<file path="src/rtl/sys_feeder.sv">
// Activation feeder: accepts one vector per cycle and re-emits it as a diagonal
// wavefront (row r delayed r cycles). Optional macro: FEEDER_ZERO_GATE_EN.
module sys_feeder #(
    parameter int unsigned ROWS       = 16,
    parameter int unsigned A_BITWIDTH = 8,
    parameter int unsigned LEN_W      = 10
) (
    input  logic                                 clk,
    input  logic                                 rst,
    input  logic                                 start,
    input  logic [LEN_W-1:0]                     tile_len,
    input  logic                                 in_valid,
    output logic                                 in_ready,
    input  logic [ROWS-1:0][A_BITWIDTH-1:0]      in_data,
    output logic [ROWS-1:0]                      if_en,
    output logic [ROWS-1:0][A_BITWIDTH-1:0]      if_data,
    output logic                                 busy,
    output logic                                 done
);

    localparam int unsigned DRAIN_W = (ROWS > 1) ? $clog2(ROWS) : 1;

    typedef enum logic [1:0] {
        IDLE,
        STREAM,
        DRAIN
    } state_t;

    state_t               state;
    logic [LEN_W-1:0]     len_q;
    logic [LEN_W-1:0]     cnt_q;
    logic [DRAIN_W-1:0]   drain_cnt;
    logic                 xfer_c;
    logic                 last_xfer_c;

    assign xfer_c      = in_valid && in_ready;
    assign last_xfer_c = xfer_c && (cnt_q == (len_q - LEN_W'(1)));

    // Tile framing: accept count, drain timer, registered handshake and status
    always_ff @(posedge clk or negedge rst) begin
        if (!rst) begin
            state     <= IDLE;
            len_q     <= '0;
            cnt_q     <= '0;
            drain_cnt <= '0;
            in_ready  <= 1'b0;
            busy      <= 1'b0;
            done      <= 1'b0;
        end else begin
            done <= 1'b0;
            case (state)
                IDLE: begin
                    busy <= 1'b0;
                    if (start) begin
                        if (tile_len != '0) begin
                            state    <= STREAM;
                            len_q    <= tile_len;
                            cnt_q    <= '0;
                            in_ready <= 1'b1;
                            busy     <= 1'b1;
                        end else begin
                            done <= 1'b1;
                        end
                    end
                end
                STREAM: begin
                    if (xfer_c) begin
                        cnt_q <= cnt_q + LEN_W'(1);
                        if (last_xfer_c) begin
                            in_ready  <= 1'b0;
                            state     <= DRAIN;
                            drain_cnt <= '0;
                        end
                    end
                end
                DRAIN: begin
                    // done lands in the IDLE cycle so a start there is honoured
                    if (drain_cnt == DRAIN_W'(ROWS - 1)) begin
                        state <= IDLE;
                        done  <= 1'b1;
                    end else begin
                        drain_cnt <= drain_cnt + DRAIN_W'(1);
                    end
                end
                default: state <= IDLE;
            endcase
        end
    end

    // Per-lane skew chain: lane r has r+1 stages, enable travels with the data
    for (genvar r = 0; r < ROWS; r++) begin : g_lane
        logic [r:0]                  en_pipe;
        logic [r:0][A_BITWIDTH-1:0]  d_pipe;
        logic [r:0]                  en_nxt;
        logic [r:0][A_BITWIDTH-1:0]  d_raw;
        logic [r:0][A_BITWIDTH-1:0]  d_nxt;
        logic [A_BITWIDTH-1:0]       d_head;

        assign d_head = in_ready ? in_data[r] : '0;

        if (r == 0) begin : g_head
            assign en_nxt = xfer_c;
            assign d_raw  = d_head;
        end else begin : g_tail
            assign en_nxt = {en_pipe[r-1:0], xfer_c};
            assign d_raw  = {d_pipe[r-1:0], d_head};
        end

`ifdef FEEDER_ZERO_GATE_EN
        // Gate at the last register's input so the output stays registered
        always_comb begin
            d_nxt = d_raw;
            if (!en_nxt[r]) begin
                d_nxt[r] = '0;
            end
        end
`else
        assign d_nxt = d_raw;
`endif

        always_ff @(posedge clk or negedge rst) begin
            if (!rst) begin
                en_pipe <= '0;
                d_pipe  <= '0;
            end else begin
                en_pipe <= en_nxt;
                d_pipe  <= d_nxt;
            end
        end

        assign if_en[r]   = en_pipe[r];
        assign if_data[r] = d_pipe[r];
    end

endmodule

</file>
<file path="config.mk">
export PLATFORM = sky130hd
export DESIGN_NAME = sys_feeder
export DESIGN_NICKNAME = d
export VERILOG_FILES = /design/src/rtl/sys_feeder.sv
export SDC_FILE = /design/constraint.sdc
export NUM_CORES = 1
export LEC_CHECK = 0
export BUFFER_PORTS_ARGS = -buffer_cell sky130_fd_sc_hd__buf_2
export CAP_MARGIN = 10
export CORE_UTILIZATION = 57
export DETAILED_ROUTE_END_ITERATION = 16
export GPL_TIMING_DRIVEN = 0
export PLACE_DENSITY = 0.89
export SLEW_MARGIN = 40
export SYNTH_ARGS = -nofsm -noshare
export SYNTH_HDL_FRONTEND = slang
export SYNTH_SLANG_ARGS = --single-unit
</file>
<file path="constraint.sdc">
create_clock -name clk -period 2.4 [get_ports clk]
set_input_delay 0.48 -clock clk [delete_from_list [all_inputs] [get_ports clk]]
set_output_delay 0.48 -clock clk [all_outputs]
set_load 0.1 [all_outputs]
</file>
==> out/metrics.cfg, run 1 <==
[run_status]
status = complete, but fails checks
violations = hold timing

[logic_synthesis]
ys_types = 36
synthCells = 1421
synth_area_per_cell_um2 = 21.2
netlist_area_um2 = 30100
yosys_warnings = 0
ys_seq_area_share_pct = 94.2
syn_nets = 1566
ys_seq_elements = 1133

[route]
drc = 0
dr.pass1.iters = 5
wire_per_inst_um = 22.2
wirelength_mm = 57.6
first_iter_violations = 754
vias = 12500
avgViaCountPerCell = 4.81
drtAntennaViolNets = 0

[critical_path]
crit_chain = inv_1 -> ha_1 -> xor3_1 -> nor4b_2 -> o2111ai_2 -> nor4_4 -> nand2b_1
crit_type = reg2reg
slowest_delay_ps = 440
end_kind = register
slowest_stage = dfrtp_1
worstSetupStartpointType = register
arrival_ps = 2800
required_ps = 2970
crit_path_max_fanout = 6

[timing]
max_freq_mhz = 448
period_share_pct = 92.9
post-route-min-period_ps = 2230
skew_ps = 41.3
setup_tns_ps = 0
finalHoldViolations = 76
hold_slack_ps = -234
finalSetupViolCount = 0
rsz0062_at_grt = yes
relSlewSlack_pct = 56.2
report.final.slew_viol_count = 0
tightest_slew_ps = 658

[global_routing]
grt_pass1_vias = 14700
track_usage_pct = 23.0
grt_pass1_wl_mm = 89.1
antenna_found_initial = 10
grt-ovfl-total = 0
grt_max_degree = 125

[power_and_ir_drop]
p_leak_nw = 17.1
ir_drop_uv = 909
power_density_nw_per_um2 = 1320

[clock_network]
post_cts_buffers = 0
clk_latency_ps = 680
cts_root_buffer = clkbuf_16
cts.sinks = 1133
clkSlewWorstSetupHoldPaths_ps = 60
cts_tree = done
htreeDepth = 3
cts_buffers = 103
clk_path_buf_depth = 3

[die]
die-area_um2 = 53700
die_w_um = 232
fp-row-count = 83
initial_core_util_pct = 58.2
dieHeight_um = 232
ios = 289
core_area_um2 = 51700

[place]
post-place-cells = 2400
place_hpwl_mm = 29.2
io_buffer_count = 288
gp_congestion = 0.789

[flow_run]
maxCapViolCount = 0

[layout]
mostFrequentLayoutCells = dfrtp_1, buf_2, and2_1
finalNetCount = 1973
layout.cells.non_filler = 2593
fin_util_pct = 70.1
layout_commonest_cell = dfrtp_1
area_delta_synth_final_pct = 20.4
drive_gt1_share_pct = 25.0

[min_path]
hp-class = in2async

-- cell type report --
cell class | instances | area, um^2
multi-input combinational | 266 | 1660
clock inverter | 42 | 435
inverter | 4 | 15.0
timing repair buffer | 302 | 1850
fill | 2913 | 15500
tap | 680 | 851
sequential | 1133 | 28400
antenna | 2 | 5.00
clock buffer | 146 | 2990
buffer | 18 | 72.6
-- worst paths after layout --
check	start	slack [ps]	to	depth (start not counted)
min reg2reg	g_lane[11].d_nxt[65]$_DFF_PN0_	330	g_lane[11].d_nxt[73]$_DFF_PN0_	0
max reg2reg	len_q[0]$_DFFE_PN0P_	170	state[1]$_DFFE_PN0P_	7
min in group clk	in_data[13]	40	g_lane[1].d_nxt[13]$_DFF_PN0_	2
max in group asynchronous	rst	440	g_lane[13].d_nxt[30]$_DFF_PN0_	6
min	rst	-230	if_data[68]$_DFF_PN0_	1
max	len_q[0]$_DFFE_PN0P_	170	state[1]$_DFFE_PN0P_	7
-- routing by layer --
metal	GRT usage (%)	share of wire, %
met1	28.5	37
met2	40.4	55
met3	4.84	5.2
met4	8.10	2.6
met5	0	0.068
-- flip-flops by register name (all words and copies together), names as in the netlist, 2 cells and up --
signal and flops:
cnt_q 10, drain_cnt 4, g_lane.d_nxt 960, g_lane.d_pipe 8
g_lane.en_pipe 16, if_data 120, len_q 10, state 2
-- through the flow --
step	setup WS, ps	total power [W]	cell area, um^2
after floorplan	363	0.0291	30100
after global placement	-20920	0.0307	32400
after detailed placement	-859	0.0314	32700
after CTS	152	0.0484	36200
after global routing	-1.04	0.0497	36200
final	170	0.0479	36200
-- logic make-up (layout without fill, tap and decap cells) --
group,count (synthesis),after routing,synth area share [%]
DFF,1133,1133,94.2
and+or+nand+nor,225,225,4.34
xor gates and xnor gates,22,22,0.690
buffers and inverters,22,512,0.287
AOI/OAI and AO/OA,15,15,0.324
adders and majority gates,3,3,0.125
muxes,1,1,0.0333
other,0,2,0
-- report_power, final --
part           internal, W  switching (W)
clock              0.00946        0.00709
sequential          0.0229        0.00173
combinational      0.00116        0.00552
-- worst max-delay path, delay by kind of cell (launching register included) --
family                   cells  cell delay (ps)
AND/OR/NAND/NOR              3              780
flip-flops                   1              440
AO/OA/AOI/OAI                1              220
XOR/XNOR                     1              380
adder cells (fa/ha/maj)      1              240
buffers and inverters        1              110
-- cells in the mapped netlist, drive strengths merged --
cell type	instances	area, um^2
nor4b	1	15.0
buf	1	7.51
a21oi	5	25.0
nand2	34	128
a211oi	1	7.51
or3	1	6.26
and2	129	807
dfrtp	1133	28400
o2111ai	1	15.0
and3b	1	8.76
xor2	11	96.3
nor3b	2	20.0
ha	3	37.5
nand3	9	45.0
and3	5	32.5
nand4	5	31.3
mux2i	1	10.0
inv	4	15.0
and4	1	11.3
nor3	6	30.0
nor4	5	46.3
nand3b	1	7.51
clkbuf	17	63.8
o21ai	6	30.0
nor2b	2	12.5
and4b	2	20.0
xor3	1	23.8
nor2	19	71.3
or2	1	6.26
a221o	1	10.0
nand2b	1	6.26
xnor2	10	87.6
a32o	1	10.0
-- repair_timing --
action / CTS / global route
setup endpoints to repair: 95 / 96
hold endpoints to repair: 76 / 76
gates cloned: 2 / 1
resized for setup: 0 / 0
Note: power is estimated with default switching activity, not from simulation.
==> inputs of run 2 (changes only) <==
--- a/config.mk
+++ b/config.mk
@@ -9,7 +9,6 @@
 export CAP_MARGIN = 10
 export CORE_UTILIZATION = 57
 export DETAILED_ROUTE_END_ITERATION = 16
-export GPL_TIMING_DRIVEN = 0
 export PLACE_DENSITY = 0.89
 export SLEW_MARGIN = 40
 export SYNTH_ARGS = -nofsm -noshare
==> out/metrics.cfg, run 2 (synthesis gave the netlist of run 1 again) <==
[timing]
report.final.slew_viol_count = 0
period_share_pct = 97.9
relSlewSlack_pct = 54.0
tightest_slew_ps = 689
finalSetupViolCount = 0
skew_ps = 12.5
max_freq_mhz = 425
finalHoldViolations = 0
hold_slack_ps = 58.3
post-route-min-period_ps = 2350
setup_tns_ps = 0

[critical_path]
crit_family = simple AND/OR/NAND/NOR gates
required_ps = 2970
slowest_stage = dfrtp_1
r2r_setup_slack_ps = 50
crit_path_max_fanout = 6
worstSetupStartpointType = register
crit_chain = inv_1 -> ha_1 -> xor3_1 -> nor4b_4 -> o2111ai_2 -> nor4_4 -> buf_4 -> nand2b_1
arrival_ps = 2920
end_kind = register
slowest_delay_ps = 450
crit_buf_inv = 2
crit_type = reg2reg

[layout]
area_delta_synth_final_pct = 20.4
layout.cells.non_filler = 2603
largest_reg_flops = 960
drive_gt1_share_pct = 26.3
fillCellCount = 2982
mostFrequentLayoutCells = dfrtp_1, buf_2, and2_1
layout_commonest_cell = dfrtp_1
finalNetCount = 1985

[global_routing]
grt_pass1_wl_mm = 85.2
antenna_found_initial = 5
grt_pass1_vias = 14900
grt-ovfl-total = 0
track_usage_pct = 21.6
grt_max_degree = 91

[place]
gp_congestion = 0.809
io_buffer_count = 288
place_hpwl_mm = 29.5
post-place-cells = 2416

[flow_run]
maxCapViolCount = 0

[clock_network]
htreeDepth = 3
cts_root_buffer = clkbuf_16
clk_path_buf_depth = 3
clkSlewWorstSetupHoldPaths_ps = 60
cts_tree = done
cts_buffers = 100
clk_latency_ps = 640
cts.sinks = 1133

[die]
die_w_um = 232
ios = 289
die-area_um2 = 53700
initial_core_util_pct = 58.2
core_area_um2 = 51700
fp-row-count = 83
dieHeight_um = 232

[power_and_ir_drop]
ir_drop_uv = 921
p_leak_nw = 17.2
power_density_nw_per_um2 = 1300

[route]
drc = 0
wirelength_mm = 53.7
first_iter_violations = 822
vias = 12400
drtAntennaViolNets = 0
wire_per_inst_um = 20.6
dr.pass1.iters = 4
avgViaCountPerCell = 4.78

[min_path]
hp-class = in2reg

[run_status]
status = completed

-- run 2: cell types whose count changed in the layout (fill, tap and decap cells not counted), moves of 6 or more --
cell	previous run	this run
clkinv_2	22	28
buf_12	1	17
clkbuf_8	21	14
buf_16	11	0
clkbuf_1	36	19
buf_4	1	29
-- run 2: power breakdown --
part	total (W)	switching, W	internal (W)
clock network	0.0159	0.00679	0.00914
registers	0.0245	0.00162	0.0229
logic	0.00667	0.00551	0.00116
total	0.0471	0.0139	0.0332
-- run 2: per-layer routing --
metal / up-vias / routed length [um] / GRT usage (%)
li1: 5289 / - / -
met1: 6698 / 19300 / 25.5
met2: 346 / 30600 / 39.5
met3: 99 / 2460 / 4.19
met4: 6 / 1280 / 7.26
met5: - / 30 / 0
-- run 2: layout make-up --
type,instances,area [um^2],area share [%]
antenna,3,7.51,0.0207
sequential,1133,28400,78.3
inverter,4,15.0,0.0414
tap,680,851,2.35
timing repair buffer,335,2020,5.57
multi-input combinational,266,1670,4.60
clock buffer,137,2870,7.91
clock inverter,45,452,1.25
-- run 2: final timing paths --
kind                                                     start                             end  cells past startpoint
worst min register to register  g_lane[13].d_nxt[71]$_DFF_PN0_  g_lane[13].d_nxt[79]$_DFF_PN0_                      0
worst max register to register            len_q[0]$_DFFE_PN0P_            state[1]$_DFFE_PN0P_                      8
worst min-delay path                              in_data[118]  g_lane[14].d_nxt[14]$_DFF_PN0_                      2
max in group asynchronous                                  rst  g_lane[10].d_nxt[35]$_DFF_PN0_                      3
worst max-delay path                      len_q[0]$_DFFE_PN0P_            state[1]$_DFFE_PN0P_                      8
min in group asynchronous                                  rst   g_lane[8].d_nxt[67]$_DFF_PN0_                      2
-- run 2: metrics by stage --
| stage | total power (W) | util, % | cell area [um^2] | worst slack, ps |
|---|---|---|---|---|
| final | 0.0471 | 70.1 | 36200 | 49.4 |
| after global routing | 0.0489 | 70.1 | 36200 | -64.9 |
| after CTS | 0.0477 | 70.0 | 36200 | 104 |
| after detailed placement | 0.0313 | 63.6 | 32900 | 125 |
| after global placement | 0.0306 | 63.6 | 32900 | 417 |
| after floorplan | 0.0291 | - | 30100 | 363 |
-- run 2: repair_timing --
| item | CTS | global route |
|---|---|---|
| buffers inserted | 0 | 1 |
| resized for setup | 0 | 1 |
| setup endpoints to repair | 0 | 6 |
| hold buffers | 1 | 0 |
| endpoints found under the hold margin | 34 | 0 |
